$ cat src/rtl/jpeg_huff_pkg.sv
// Shared types, widths and JPEG DC Huffman tables for the DC symbol decoder.
// Holds the decoder state enum, luma/chroma code tables, max code lengths,
// and the helper that turns a raw magnitude field into a signed DC difference.
package jpeg_huff_pkg;

  localparam int CODE_W  = 11;  // code and magnitude register width
  localparam int SIZE_W  = 4;   // category width
  localparam int VALUE_W = 12;  // DC difference width
  localparam int LEN_W   = 4;   // code length counter width
  localparam int NUM_CAT = 12;  // categories 0..11

  localparam logic [LEN_W-1:0] LUMA_MAX_LEN   = 4'd9;
  localparam logic [LEN_W-1:0] CHROMA_MAX_LEN = 4'd11;

  // All-ones prefix of max length: no valid code starts this way
  localparam logic [CODE_W-1:0] LUMA_INVALID_CODE   = 11'h1FF;
  localparam logic [CODE_W-1:0] CHROMA_INVALID_CODE = 11'h7FF;

  typedef enum logic [1:0] {
    ST_IDLE = 2'd0,
    ST_CODE = 2'd1,
    ST_MAG  = 2'd2,
    ST_OUT  = 2'd3
  } state_e;

  // Code values are right-aligned; index is the category
  localparam logic [CODE_W-1:0] LUMA_DC_CODE [0:NUM_CAT-1] = '{
    11'd0,   11'd2,   11'd3,   11'd4,   11'd5,   11'd6,
    11'd14,  11'd30,  11'd62,  11'd126, 11'd254, 11'd510
  };
  localparam logic [LEN_W-1:0] LUMA_DC_LEN [0:NUM_CAT-1] = '{
    4'd2, 4'd3, 4'd3, 4'd3, 4'd3, 4'd3,
    4'd4, 4'd5, 4'd6, 4'd7, 4'd8, 4'd9
  };

  localparam logic [CODE_W-1:0] CHROMA_DC_CODE [0:NUM_CAT-1] = '{
    11'd0,   11'd1,   11'd2,   11'd6,   11'd14,  11'd30,
    11'd62,  11'd126, 11'd254, 11'd510, 11'd1022, 11'd2046
  };
  localparam logic [LEN_W-1:0] CHROMA_DC_LEN [0:NUM_CAT-1] = '{
    4'd2, 4'd2, 4'd2, 4'd3, 4'd4,  4'd5,
    4'd6, 4'd7, 4'd8, 4'd9, 4'd10, 4'd11
  };

  // A leading 1 means a positive value equal to m; a leading 0 means the
  // negative range, recovered as m - (2^size - 1).
  function automatic logic [VALUE_W-1:0] dc_value_calc(
    input logic [CODE_W-1:0] m,
    input logic [SIZE_W-1:0] size
  );
    logic [VALUE_W-1:0] m_ext;
    logic [VALUE_W-1:0] bias;
    m_ext = {1'b0, m};
    bias  = (12'd1 << size) - 12'd1;
    if (size == '0) begin
      dc_value_calc = '0;
    end else if (m[size - 4'd1]) begin
      dc_value_calc = m_ext;
    end else begin
      dc_value_calc = m_ext - bias;
    end
  endfunction

endpackage

$ cat src/rtl/dc_code_match.sv
// Combinational DC code lookup against the luma or chroma table.
// Latency: 0 cycles. Backpressure: none (pure lookup).
// Ports: is_luminance/code/length in; hit (code matched), size (category),
//        invalid (max-length all-ones prefix) out.
module dc_code_match
  import jpeg_huff_pkg::*;
(
  input  logic              is_luminance,
  input  logic [CODE_W-1:0] code,
  input  logic [LEN_W-1:0]  length,
  output logic              hit,
  output logic [SIZE_W-1:0] size,
  output logic              invalid
);

  // Tables are prefix-free, so at most one entry can match
  always_comb begin
    hit  = 1'b0;
    size = '0;
    for (int i = 0; i < NUM_CAT; i++) begin
      if (is_luminance) begin
        if (length == LUMA_DC_LEN[i] && code == LUMA_DC_CODE[i]) begin
          hit  = 1'b1;
          size = SIZE_W'(i);
        end
      end else begin
        if (length == CHROMA_DC_LEN[i] && code == CHROMA_DC_CODE[i]) begin
          hit  = 1'b1;
          size = SIZE_W'(i);
        end
      end
    end
  end

  always_comb begin
    if (is_luminance) begin
      invalid = (length == LUMA_MAX_LEN) && (code == LUMA_INVALID_CODE);
    end else begin
      invalid = (length == CHROMA_MAX_LEN) && (code == CHROMA_INVALID_CODE);
    end
  end

endmodule

$ cat src/rtl/huffman_dc_dec.sv
// Serial JPEG DC symbol decoder: Huffman category code, then size magnitude bits.
// Latency: L+s bit transfers after start, result valid the cycle after the last bit.
// Backpressure: bit_valid=0 stalls in place; out_ready=0 holds the result in OUT.
// Ports: start/is_luminance begin a symbol; bit_in/bit_valid/bit_ready carry the
//        serial stream; out_valid/out_ready hand off dc_size/dc_value/err.
module huffman_dc_dec
  import jpeg_huff_pkg::*;
(
  input  logic               clk,
  input  logic               rst_n,
  input  logic               start,
  input  logic               is_luminance,
  input  logic               bit_in,
  input  logic               bit_valid,
  output logic               bit_ready,
  output logic               out_valid,
  input  logic               out_ready,
  output logic [SIZE_W-1:0]  dc_size,
  output logic [VALUE_W-1:0] dc_value,
  output logic               err
);

  state_e              r_state;
  logic                r_luma;
  logic [CODE_W-1:0]   r_code;
  logic [LEN_W-1:0]    r_len;
  logic [CODE_W-1:0]   r_mag;
  logic [SIZE_W-1:0]   r_mcnt;
  logic [SIZE_W-1:0]   r_size;
  logic                r_bit_ready;
  logic                r_out_valid;
  logic                r_err;
  logic [SIZE_W-1:0]   r_dc_size;
  logic [VALUE_W-1:0]  r_dc_value;

  logic                w_xfer;
  logic [CODE_W-1:0]   w_code_nxt;
  logic [LEN_W-1:0]    w_len_nxt;
  logic [CODE_W-1:0]   w_mag_nxt;
  logic                w_mag_last;
  logic                w_hit;
  logic [SIZE_W-1:0]   w_size;
  logic                w_invalid;

  // bit_ready is only ever high in CODE/MAG, so a transfer implies one of those
  assign w_xfer     = bit_valid & r_bit_ready;
  // Match against the code including the bit arriving this cycle, so the
  // decision is made on the same edge that accepts the final code bit
  assign w_code_nxt = {r_code[CODE_W-2:0], bit_in};
  assign w_len_nxt  = r_len + 4'd1;
  assign w_mag_nxt  = {r_mag[CODE_W-2:0], bit_in};
  assign w_mag_last = (r_mcnt == r_size - 4'd1);

  dc_code_match u_match (
    .is_luminance (r_luma),
    .code         (w_code_nxt),
    .length       (w_len_nxt),
    .hit          (w_hit),
    .size         (w_size),
    .invalid      (w_invalid)
  );

  always_ff @(posedge clk or negedge rst_n) begin
    if (!rst_n) begin
      r_state     <= ST_IDLE;
      r_luma      <= 1'b0;
      r_code      <= '0;
      r_len       <= '0;
      r_mag       <= '0;
      r_mcnt      <= '0;
      r_size      <= '0;
      r_bit_ready <= 1'b0;
      r_out_valid <= 1'b0;
      r_err       <= 1'b0;
      r_dc_size   <= '0;
      r_dc_value  <= '0;
    end else begin
      case (r_state)
        ST_IDLE: begin
          if (start) begin
            r_state     <= ST_CODE;
            r_luma      <= is_luminance;
            r_code      <= '0;
            r_len       <= '0;
            r_mag       <= '0;
            r_mcnt      <= '0;
            r_size      <= '0;
            r_bit_ready <= 1'b1;
          end
        end

        ST_CODE: begin
          if (w_xfer) begin
            r_code <= w_code_nxt;
            r_len  <= w_len_nxt;
            if (w_hit && w_size != '0) begin
              r_state <= ST_MAG;
              r_size  <= w_size;
            end else if (w_hit || w_invalid) begin
              // Category 0 or a bad prefix: no magnitude field follows
              r_state     <= ST_OUT;
              r_bit_ready <= 1'b0;
              r_out_valid <= 1'b1;
              r_err       <= w_invalid;
              r_dc_size   <= '0;
              r_dc_value  <= '0;
            end
          end
        end

        ST_MAG: begin
          if (w_xfer) begin
            r_mag  <= w_mag_nxt;
            r_mcnt <= r_mcnt + 4'd1;
            if (w_mag_last) begin
              r_state     <= ST_OUT;
              r_bit_ready <= 1'b0;
              r_out_valid <= 1'b1;
              r_err       <= 1'b0;
              r_dc_size   <= r_size;
              r_dc_value  <= dc_value_calc(w_mag_nxt, r_size);
            end
          end
        end

        ST_OUT: begin
          if (out_ready) begin
            r_state     <= ST_IDLE;
            r_out_valid <= 1'b0;
          end
        end

        default: begin
          r_state     <= ST_IDLE;
          r_bit_ready <= 1'b0;
          r_out_valid <= 1'b0;
        end
      endcase
    end
  end

  assign bit_ready = r_bit_ready;
  assign out_valid = r_out_valid;
  assign dc_size   = r_dc_size;
  assign dc_value  = r_dc_value;
  assign err       = r_err;

endmodule

$ cat config.mk
export PLATFORM = sky130hd
export DESIGN_NAME = huffman_dc_dec
export DESIGN_NICKNAME = d
export VERILOG_FILES = /design/src/rtl/jpeg_huff_pkg.sv /design/src/rtl/dc_code_match.sv /design/src/rtl/huffman_dc_dec.sv
export SDC_FILE = /design/constraint.sdc
export NUM_CORES = 1
export LEC_CHECK = 0
export BUFFER_PORTS_ARGS = -buffer_cell sky130_fd_sc_hd__buf_2
export CAP_MARGIN = 20
export CORE_MARGIN = 2
export CORE_UTILIZATION = 50
export DETAILED_ROUTE_END_ITERATION = 8
export HOLD_SLACK_MARGIN = 0.05
export PLACE_DENSITY = 0.76
export SLEW_MARGIN = 20
export SYNTH_ARGS = -nofsm -noshare
export SYNTH_HDL_FRONTEND = slang
export SYNTH_HIERARCHICAL = 1
export SYNTH_SLANG_ARGS = --single-unit
$ cat constraint.sdc
create_clock -name clk -period 9.1 [get_ports clk]
set_input_delay 0.455 -clock clk [delete_from_list [all_inputs] [get_ports clk]]
set_output_delay 0.455 -clock clk [all_outputs]
set_load 0.005 [all_outputs]
==> results of run 1 <==
## metrics by stage
stage / utilization / hold WS (ns)
finish: 0.546 / 0.261
global route: 0.546 / 0.322
CTS: 0.546 / 0.290
detailed placement: 0.534 / 0.470
global placement: 0.534 / 0.462
floorplan: - / 0.159
## layer usage
metal	wire length, um	vias up	track usage
li1	-	1638	-
met4	63	0	0.0417
met5	0	-	0
met3	468	7	0.0338
met2	3990	84	0.349
met1	4310	1610	0.320
## state kept, by name (all words and copies together) (netlist names)
signal / count
r_code: 10
r_len: 4
dc_size: 4
dc_value: 12
r_luma: 1
bit_ready: 1
out_valid: 1
err: 1
r_mcnt: 4
r_size: 4
r_mag: 10
r_state: 2
## kinds of logic (layout without fill, tap and decap cells)
group | after synthesis | count (layout) | share of synthesized area
DFF | 54 | 54 | 0.340
adders and majority gates | 35 | 35 | 0.111
xor gates and xnor gates | 20 | 20 | 0.0479
buffers and inverters | 45 | 59 | 0.0514
muxes | 14 | 14 | 0.0422
and+or+nand+nor | 174 | 174 | 0.212
AOI/OAI and AO/OA | 110 | 110 | 0.195
## cells in the mapped netlist (3+ instances only)
master and n:
o221ai_1 3, ha_1 32, and3_1 4, nand4_1 6, o31ai_1 6, xor2_1 10
nand2_1 73, o21ai_1 14, nand3_1 32, nor2b_1 5, a21oi_1 13, buf_2 7
nand2b_1 4, a211oi_1 3, o21ai_0 31, o211ai_1 3, xnor2_1 9, clkbuf_1 10
buf_6 3, mux2i_1 10, and2_1 3, nor2_1 19, inv_1 22, nor3_1 5
a21o_1 6, dfrtp_1 54, a22o_1 7
## cell type report
class	count	area share
Inverter	22	0.0196
Sequential cell	54	0.320
Clock buffer	7	0.0205
Clock inverter	1	0.00119
Tap cell	102	0.0302
Multi-Input combinational cell	353	0.572
Timing Repair Buffer	29	0.0368
## worst register-to-register path, cell delays in order, from the launching register on
cell and delay, ns:
dfrtp_1 0.41, ha_1 0.24, xor2_1 0.20, and3_1 0.17, nand2_1 0.09, nor3_1 0.09, o311a_1 0.34, a21o_1 0.20
o41ai_4 0.51, nand2b_1 0.10, nand2_1 0.15, nand3_1 0.39, or2_1 0.43, o221ai_1 0.18
## power by group through the flow
stage | Sequential, mW | Clock [mW] | Combinational, mW
3_3_place_gp | 0.317 | 0 | 0.477
3_5_place_dp | 0.320 | 0 | 0.489
2_1_floorplan | 0.296 | 0 | 0.409
4_1_cts | 0.314 | 0.145 | 0.492
6_report | 0.315 | 0.139 | 0.497
5_1_grt | 0.323 | 0.153 | 0.551
## final timing paths
path                               from      endpoint  slack, ns  depth (start not counted)
max                            r_len[0]   dc_value[8]       5.52                         13
min                               rst_n  dc_value[11]       0.26                          2
max reg2reg                    r_len[0]   dc_value[8]       5.52                         13
min reg2reg                  dc_size[1]    dc_size[1]       0.49                          2
max in group asynchronous         rst_n    r_state[0]       8.37                          2
min in group clk           is_luminance        r_luma       0.39                          2
==> impl_metrics.env, run 1 <==
export IMPL_io_pins=26
export IMPL_crit_path_top_delay_cell="o41ai_4"
export IMPL_drive_gt1_frac=0.124
export IMPL_drc=0
export IMPL_synth_main_ff_cell="dfrtp_1"
export IMPL_period_needed_ns=3.58
export IMPL_hold_path_class="in -> async"
export IMPL_drt_first_pass_iters=4
export IMPL_die_area_um2=8670
export IMPL_wire_per_inst_um=15.5
export IMPL_seqCellArea_um2=1350
export IMPL_swShare=0.463
export IMPL_crit_arrival_ns=3.80
export IMPL_track_usage=0.220
export IMPL_fin_ws_ns=5.52
export IMPL_drtIter0Drc=275
export IMPL_synth_top_cell_by_area="dfrtp_1"
export IMPL_nets=505
export IMPL_finalNonFillerCells=568
export IMPL_crit_path_max_fanout=12
export IMPL_final_common_cell="nand2_1"
export IMPL_tns_ns=0
export IMPL_fmax_mhz=280
export IMPL_synth_warnings=6
export IMPL_p_comb_frac=0.522
export IMPL_final_area_um2=4220
export IMPL_die_x_um=93.1
export IMPL_grt_max_degree=55
export IMPL_syn_inst=452
export IMPL_slew_viol_final=0
export IMPL_multi_input_area_um2=2410
export IMPL_h_tree_depth=2
export IMPL_dp_worst_setup_slack_ns=5.58
export IMPL_crit_required_ns=9.32
export IMPL_worstSetupStartpointType="register"
export IMPL_post_cts_buffers=0
export IMPL_cts_buffers_inserted=5
export IMPL_syn_to_final_growth_pct=6.37
export IMPL_place_gp_congestion=0.906
export IMPL_insertion_delay_ns=0.31
export IMPL_n_fill_cell=706
export IMPL_cts_tree="yes"
export IMPL_rsz0062_at_grt="no"
export IMPL_vias_per_cell=5.88
export IMPL_syn_avg_cell_area_um2=8.78
export IMPL_powerDensity_nw_per_um2=225
export IMPL_critical_path_buf_inv_count=0
export IMPL_antenna_found_initial=0
export IMPL_timing_final_crit_share=0.393
export IMPL_crit_path_frequent_cell="nand2_1"
export IMPL_clock_sinks=54
export IMPL_std_cell_rows=32
export IMPL_dp_cells=560
export IMPL_cts_hold_repair_buffers=0
export IMPL_syn_num_nets=492
export IMPL_ys_ff_latch=54
export IMPL_ys_async_sr_fraction=1.00
export IMPL_hold_viol=0
export IMPL_start_util=0.514
export IMPL_fin_skew_ns=0.00686
export IMPL_relSlewSlack=0.408
export IMPL_cts_buffer_depth=2
export IMPL_clkTransAtPathRegs_ns=0.09
export IMPL_syn_cell_area_um2=3970
export IMPL_drt_total_wl_mm=8.83
export IMPL_portBuffers=25
export IMPL_crit_chain="ha_1 -> xor2_1 -> and3_1 -> nand2_1 -> nor3_1 -> o311a_1 -> a21o_1 -> o41ai_4 -> nand2b_1 -> nand2_1 -> nand3_1 -> or2_1 -> o221ai_1"
export IMPL_leakagePower_nw=1.91
export IMPL_synth_area_leaders="dfrtp_1 34%, ha_1 10%, nand2_1 6.9%"
export IMPL_post_cts_resized=0
export IMPL_cp_end_kind="register"
export IMPL_outcome="completed"
export IMPL_setup_viol_count_final=0
export IMPL_place_hpwl_mm=6.48
export IMPL_ant_nets=0
export IMPL_path_delay_family="simple AND/OR/NAND/NOR gates"
export IMPL_p_clk_frac=0.147
export IMPL_power_mw=0.951
export IMPL_grt_overflow_total=0
export IMPL_seqPwrFrac=0.331
export IMPL_core_area_um2=7730
export IMPL_worstMarginPinSlew_ns=0.888
export IMPL_grt_pass1_vias=3187
export IMPL_slowest_delay_ns=0.51
export IMPL_drv_cap=0
export IMPL_p_switching_mw=0.440
export IMPL_dieHeight_um=93.1
export IMPL_yosysSeqAreaShare=0.340
export IMPL_p_int_mw=0.511
export IMPL_vdd_ir_drop_max_mv=0.105
export IMPL_criticalPathCategory="reg -> reg"
export IMPL_cts_root_buf="clkbuf_8"
export IMPL_post_synth_num_cell_types=70
export IMPL_num_vias=3339
export IMPL_synth_edf_count=0
export IMPL_placed_area_um2=4130
export IMPL_synth_top_area_frac=0.340
export IMPL_antenna_cells=0
export IMPL_grt_pass1_wl_mm=15.3
export IMPL_final_cell_mix="73 x nand2_1, 54 x dfrtp_1, 32 x nand3_1, 32 x ha_1, 31 x o21ai_0"
No activity file was read; power rests on OpenSTA's default activity.
==> run 2, diff against run 1 <==
--- a/config.mk
+++ b/config.mk
@@ -11,7 +11,7 @@
 export CORE_UTILIZATION = 50
 export DETAILED_ROUTE_END_ITERATION = 8
 export HOLD_SLACK_MARGIN = 0.05
-export PLACE_DENSITY = 0.76
+export PLACE_DENSITY = 0.78
 export SLEW_MARGIN = 20
 export SYNTH_ARGS = -nofsm -noshare
 export SYNTH_HDL_FRONTEND = slang
==> constraint.sdc (replaced) <==
create_clock -name clk -period 2.9 [get_ports clk]
set_input_delay 0.145 -clock clk [delete_from_list [all_inputs] [get_ports clk]]
set_output_delay 0.145 -clock clk [all_outputs]
set_load 0.005 [all_outputs]
==> impl_metrics.env, run 2 (synthesis results as in run 1) <==
export IMPL_setup_viol_count_final=22
export IMPL_rr_worst_depth=12
export IMPL_final_cell_mix="68 x nand2_1, 52 x dfrtp_1, 43 x buf_4, 31 x ha_1, 29 x nand3_1"
export IMPL_grt_pass1_wl_mm=16.2
export IMPL_powerDensity_nw_per_um2=742
export IMPL_worstSetupStartpointType="register"
export IMPL_relSlewSlack=0.516
export IMPL_rsz0062_at_grt="yes"
export IMPL_insertion_delay_ns=0.31
export IMPL_start_util=0.514
export IMPL_std_cell_rows=32
export IMPL_wire_per_inst_um=16.7
export IMPL_drv_cap=0
export IMPL_wl_met3_um=565
export IMPL_drive_gt1_frac=0.268
export IMPL_failed_checks="setup timing"
export IMPL_cts_buffer_depth=2
export IMPL_finalNonFillerCells=613
export IMPL_grt_overflow_total=0
export IMPL_place_hpwl_mm=6.82
export IMPL_drt_total_wl_mm=10.3
export IMPL_die_area_um2=8670
export IMPL_place_gp_congestion=0.885
export IMPL_grt_pass1_vias=3382
export IMPL_track_usage=0.228
export IMPL_io_pins=26
export IMPL_timing_final_crit_share=1.05
export IMPL_core_area_um2=7730
export IMPL_hold_path_class="in -> reg"
export IMPL_cts_root_buf="clkbuf_8"
export IMPL_clock_sinks=54
export IMPL_worstHoldPathCells=2
export IMPL_cts_tree="yes"
export IMPL_crit_path_max_fanout=4
export IMPL_drtIter0Drc=320
export IMPL_fin_skew_ns=0.00435
export IMPL_die_x_um=93.1
export IMPL_outcome="finished, violations left"
export IMPL_nets=551
export IMPL_dieHeight_um=93.1
export IMPL_grt_max_degree=32
export IMPL_hold_viol=0
export IMPL_dp_worst_setup_slack_ns=-0.0748
export IMPL_fmax_mhz=328
export IMPL_criticalPathCategory="reg -> reg"
export IMPL_vias_per_cell=6.03
export IMPL_vdd_ir_drop_max_mv=0.384
export IMPL_topRoutingLayerUsed="met4"
export IMPL_final_core_util=0.627
export IMPL_final_common_cell="nand2_1"
export IMPL_antenna_cells=0
export IMPL_largest_reg_flops=12
export IMPL_portBuffers=25
export IMPL_drc=0
export IMPL_syn_to_final_growth_pct=22.1
export IMPL_fin_ws_ns=-0.146
export IMPL_dp_cells=589
export IMPL_crit_arrival_ns=3.27
export IMPL_n_fill_cell=600
export IMPL_cp_end_kind="register"
export IMPL_hold_ws_ns=0.0620
export IMPL_cts_buffers_inserted=5
export IMPL_period_needed_ns=3.05
export IMPL_clkTransAtPathRegs_ns=0.10
export IMPL_drt_met1_wl_mm=4.69
export IMPL_leakagePower_nw=2.22
export IMPL_crit_required_ns=3.13
export IMPL_h_tree_depth=2
export IMPL_wl_met2_mm=4.78
export IMPL_worstMarginPinSlew_ns=0.727
export IMPL_antenna_found_initial=0
export IMPL_drt_first_pass_iters=5
export IMPL_slew_viol_final=0
export IMPL_num_vias=3695
export IMPL_ant_nets=0
run 2: changes by cell type in the layout (fill, tap and decap cells not counted), moves of 3 or more:
cell	change
buf_4	+39
nand2_1	-5
nand2_2	+4
buf_6	+3
nand3_1	-3
nor2_1	-3
o21ai_0	-3
run 2: routing by layer:
metal  track usage  vias to the layer above
met5             0                        -
met2         0.365                      163
li1              -                     1725
met4        0.0539                        0
met3        0.0250                       28
met1         0.334                     1779
run 2: worst paths after layout:
path / start / endpoint / slack (ns)
max in group asynchronous: rst_n / r_len[0] / 1.67
min in group asynchronous: rst_n / r_mag[4] / 0.42
worst max register to register: r_len[1] / dc_value[9] / -0.15
worst min-delay path: is_luminance / r_luma / 0.06
worst max-delay path: r_len[1] / dc_value[9] / -0.15
worst min register to register: err / err / 0.49
run 2: where the power goes:
group          switching, mW  internal (mW)
sequential             0.136          0.843
combinational           1.19          0.894
clock                  0.254          0.277
total                   1.58           2.01
run 2: worst max-delay path, cell delays in order, from the launching register on:
cell,delay (ns)
dfrtp_1,0.44
ha_4,0.21
xor2_4,0.20
or2b_1,0.28
or4_4,0.44
a21boi_2,0.20
a211o_2,0.15
o211ai_1,0.15
nand2b_1,0.22
nand2_2,0.13
nand3_2,0.11
or2_4,0.29
o221ai_2,0.14
run 2: per-stage QoR:
step / total power [mW] / cell area (um2) / setup TNS, ns
2_1_floorplan: 2.22 / 3990 / 0
3_3_place_gp: 2.68 / 4380 / 0
3_5_place_dp: 2.74 / 4380 / -0.276
4_1_cts: 3.35 / 4580 / -0.0543
5_1_grt: 3.84 / 4840 / -3.68
6_report: 3.60 / 4840 / -1.47
run 2: cell type report:
| type | count | area (um2) | share of cell area |
|---|---|---|---|
| multi-input combinational | 353 | 2630 | 0.542 |
| sequential | 54 | 1350 | 0.279 |
| timing repair buffer | 74 | 532 | 0.110 |
| tap | 102 | 128 | 0.0263 |
| inverter | 22 | 86.3 | 0.0178 |
| clock buffer | 6 | 82.6 | 0.0170 |
| clock inverter | 1 | 30.0 | 0.00620 |
| timing repair inverter | 1 | 5.00 | 0.00103 |
run 2: what timing repair did:
item	CTS	global route
endpoints found under the hold margin	30	0
hold buffers	1	0
resized for setup	10	34
gates cloned	0	1
pin swaps	9	20
buffers inserted	2	15
setup endpoints to repair	21	25
==> run 3, diff against run 2 <==
--- a/config.mk
+++ b/config.mk
@@ -5,10 +5,13 @@
 export SDC_FILE = /design/constraint.sdc
 export NUM_CORES = 1
 export LEC_CHECK = 0
+export ABC_AREA = 1
+export ABC_CLOCK_PERIOD_IN_PS = 2900
 export BUFFER_PORTS_ARGS = -buffer_cell sky130_fd_sc_hd__buf_2
 export CAP_MARGIN = 20
 export CORE_MARGIN = 2
 export CORE_UTILIZATION = 50
+export CTS_BUF_LIST = sky130_fd_sc_hd__clkbuf_8 sky130_fd_sc_hd__clkbuf_16
 export DETAILED_ROUTE_END_ITERATION = 8
 export HOLD_SLACK_MARGIN = 0.05
 export PLACE_DENSITY = 0.78
==> impl_metrics.env, run 3 <==
export IMPL_outcome="completed"
export IMPL_criticalPathCategory="reg -> reg"
export IMPL_relSlewSlack=0.496
export IMPL_powerDensity_nw_per_um2=1010
export IMPL_synth_edf_count=0
export IMPL_final_common_cell="nand2_1"
export IMPL_largest_reg_flops=12
export IMPL_fmax_mhz=353
export IMPL_drt_first_pass_iters=6
export IMPL_synth_main_ff_cell="dfrtp_1"
export IMPL_setup_viol_count_final=0
export IMPL_std_cell_rows=33
export IMPL_syn_to_final_growth_pct=17.7
export IMPL_synth_top_cell_by_area="dfrtp_1"
export IMPL_hold_viol=0
export IMPL_critPathLaunch="r_len[0]"
export IMPL_drv_cap=0
export IMPL_cts_buffers_inserted=5
export IMPL_leakagePower_nw=2.50
export IMPL_tns_ns=0
export IMPL_crit_required_ns=3.16
export IMPL_antenna_found_initial=0
export IMPL_vdd_ir_drop_max_mv=0.332
export IMPL_ant_nets=0
export IMPL_ys_ff_latch=54
export IMPL_wire_per_inst_um=14.9
export IMPL_final_core_util=0.612
export IMPL_cp_end_kind="register"
export IMPL_timing_final_crit_share=0.978
export IMPL_worstMarginPinSlew_ns=0.756
export IMPL_period_needed_ns=2.84
export IMPL_vias_per_cell=5.56
export IMPL_fin_skew_ns=0.0231
export IMPL_grt_pass1_vias=3868
export IMPL_crit_arrival_ns=3.09
export IMPL_r2r_end="dc_value[10]"
export IMPL_drt_total_wl_mm=11.1
export IMPL_ys_async_sr_fraction=1.00
export IMPL_post_synth_num_cell_types=38
export IMPL_p_int_mw=2.44
export IMPL_die_area_um2=9350
export IMPL_rr_worst_depth=19
export IMPL_syn_num_nets=623
export IMPL_swShare=0.522
export IMPL_nets=676
export IMPL_synth_top_cells_by_count="149 x nand2_1, 72 x inv_1, 56 x nand3_1, 54 x dfrtp_1, 42 x nor2_1"
export IMPL_place_gp_congestion=0.942
export IMPL_cts_buffer_depth=2
export IMPL_dieHeight_um=96.7
export IMPL_synth_warnings=6
export IMPL_final_cell_mix="141 x nand2_1, 68 x inv_1, 52 x dfrtp_1, 49 x nand3_1, 31 x nor2_1"
export IMPL_num_vias=4122
export IMPL_reg2reg_from="r_len[0]"
export IMPL_seqPwrFrac=0.212
export IMPL_slew_viol_final=0
export IMPL_syn_cell_area_um2=4290
export IMPL_finalNonFillerCells=742
export IMPL_grt_overflow_total=0
export IMPL_die_x_um=96.7
export IMPL_track_usage=0.228
export IMPL_synth_area_leaders="dfrtp_1 31%, nand2_1 13%, ha_1 9.3%"
export IMPL_place_hpwl_mm=8.26
export IMPL_hold_path_class="in -> reg"
export IMPL_rsz0062_at_grt="yes"
export IMPL_grt_pass1_wl_mm=17.9
export IMPL_p_comb_frac=0.683
export IMPL_grt_max_degree=35
export IMPL_clock_sinks=54
export IMPL_antenna_cells=0
export IMPL_rrSetupSlack_ns=0.06
export IMPL_n_fill_cell=725
export IMPL_p_switching_mw=2.66
export IMPL_cts_tree="yes"
export IMPL_io_pins=26
export IMPL_syn_inst=583
export IMPL_synth_top_area_frac=0.315
export IMPL_cts_root_buf="clkbuf_8"
export IMPL_drive_gt1_frac=0.275
export IMPL_worstSetupStartpointType="register"
export IMPL_p_clk_frac=0.105
export IMPL_drtIter0Drc=266
export IMPL_power_mw=5.10
export IMPL_crit_path_max_fanout=5
export IMPL_insertion_delay_ns=0.33
export IMPL_clkTransAtPathRegs_ns=0.10
export IMPL_timing_critical_path_to="dc_value[10]"
export IMPL_yosysMostFrequentCell="nand2_1"
export IMPL_core_area_um2=8260
export IMPL_yosysSeqAreaShare=0.315
export IMPL_syn_avg_cell_area_um2=7.37
export IMPL_portBuffers=25
export IMPL_start_util=0.520
export IMPL_h_tree_depth=2
export IMPL_drc=0
export IMPL_dp_cells=719
[run 3: changes by cell type in the layout (fill, tap and decap cells not counted), sizes merged, moves of 8 or more]
cell    before  now
buf         73   57
inv         21   85
mux2i       10    0
nand2       75  175
nand3       33   63
nand3b       2   10
nor2        19   48
o22ai        0   22
[run 3: metrics by stage]
step           hold WS (ns)  worst slack, ns  cell area (um2)
2_1_floorplan        -0.151            0.278             4290
3_3_place_gp          0.244          -0.0544             4580
3_5_place_dp          0.249           -0.222             4580
4_1_cts              0.0559         -0.00579             4810
5_1_grt              0.0741          -0.0962             5050
6_report             0.0667           0.0648             5050
[run 3: worst min path at each step]
stage,startpoint,endpoint,slack [ns],depth (start not counted)
2_1_floorplan,rst_n,bit_ready,-0.15,0
4_1_cts,is_luminance,r_luma,0.06,2
5_1_grt,is_luminance,r_luma,0.07,2
3_5_place_dp,rst_n,dc_value[5],0.25,1
3_3_place_gp,rst_n,dc_value[4],0.24,1
6_report,is_luminance,r_luma,0.07,2
[run 3: timing repair]
| item | 4_1_cts | 5_1_grt |
|---|---|---|
| hold endpoints to repair | 33 | 0 |
| buffers inserted | 4 | 9 |
| setup endpoints to repair | 20 | 25 |
| hold buffers | 1 | 0 |
| pin swaps | 4 | 30 |
| cloned | 1 | 0 |
| gates resized for setup | 12 | 52 |
[run 3: cell type report]
type / count / area (um2) / share of cell area
clock buffer: 5 / 68.8 / 0.0136
clock inverter: 3 / 47.5 / 0.00941
inverter: 84 / 320 / 0.0634
multi-input combinational: 433 / 2740 / 0.542
sequential: 54 / 1350 / 0.268
tap: 105 / 131 / 0.0260
timing repair buffer: 58 / 394 / 0.0780
[run 3: cell families (layout without fill, tap and decap cells)]
| kind of cell | count (synthesis) | in the layout | synth area share |
|---|---|---|---|
| compound gates | 78 | 78 | 0.110 |
| simple gates | 313 | 314 | 0.360 |
| fa+ha+maj | 33 | 33 | 0.0979 |
| mux | 1 | 1 | 0.00262 |
| xor+xnor | 7 | 7 | 0.0143 |
| flops | 54 | 54 | 0.315 |
| buf+inv | 97 | 150 | 0.101 |
[run 3: metal layers]
layer	part of all wire	track usage	up-vias
met2	0.50	0.399	150
met5	0	0	-
met3	0.046	0.0260	28
met4	0.020	0.0607	0
met1	0.43	0.300	1935
li1	-	-	2009
[run 3: power groups by stage]
| stage | clock network, mW | registers, mW | logic, mW |
|---|---|---|---|
| after floorplan | 0 | 1.04 | 2.40 |
| after global placement | 0 | 1.07 | 3.05 |
| after detailed placement | 0 | 1.09 | 3.15 |
| after CTS | 0.537 | 1.07 | 3.25 |
| after global routing | 0.577 | 1.10 | 3.86 |
| final | 0.538 | 1.08 | 3.48 |
[run 3: critical path, cell delays in order (launching register included)]
cell and delay [ns]:
dfrtp_1 0.42, buf_6 0.13, nand3_4 0.08, xor2_2 0.21, inv_2 0.11, nor2_4 0.13
nand3_1 0.11, nor2_2 0.13, nand3_1 0.11, nand2_2 0.11, inv_1 0.04, a21oi_1 0.14
nand4_1 0.17, o21a_1 0.25, nand2_2 0.14, buf_6 0.14, nand4_4 0.14, inv_2 0.09
nand2_1 0.05, nand2_1 0.05
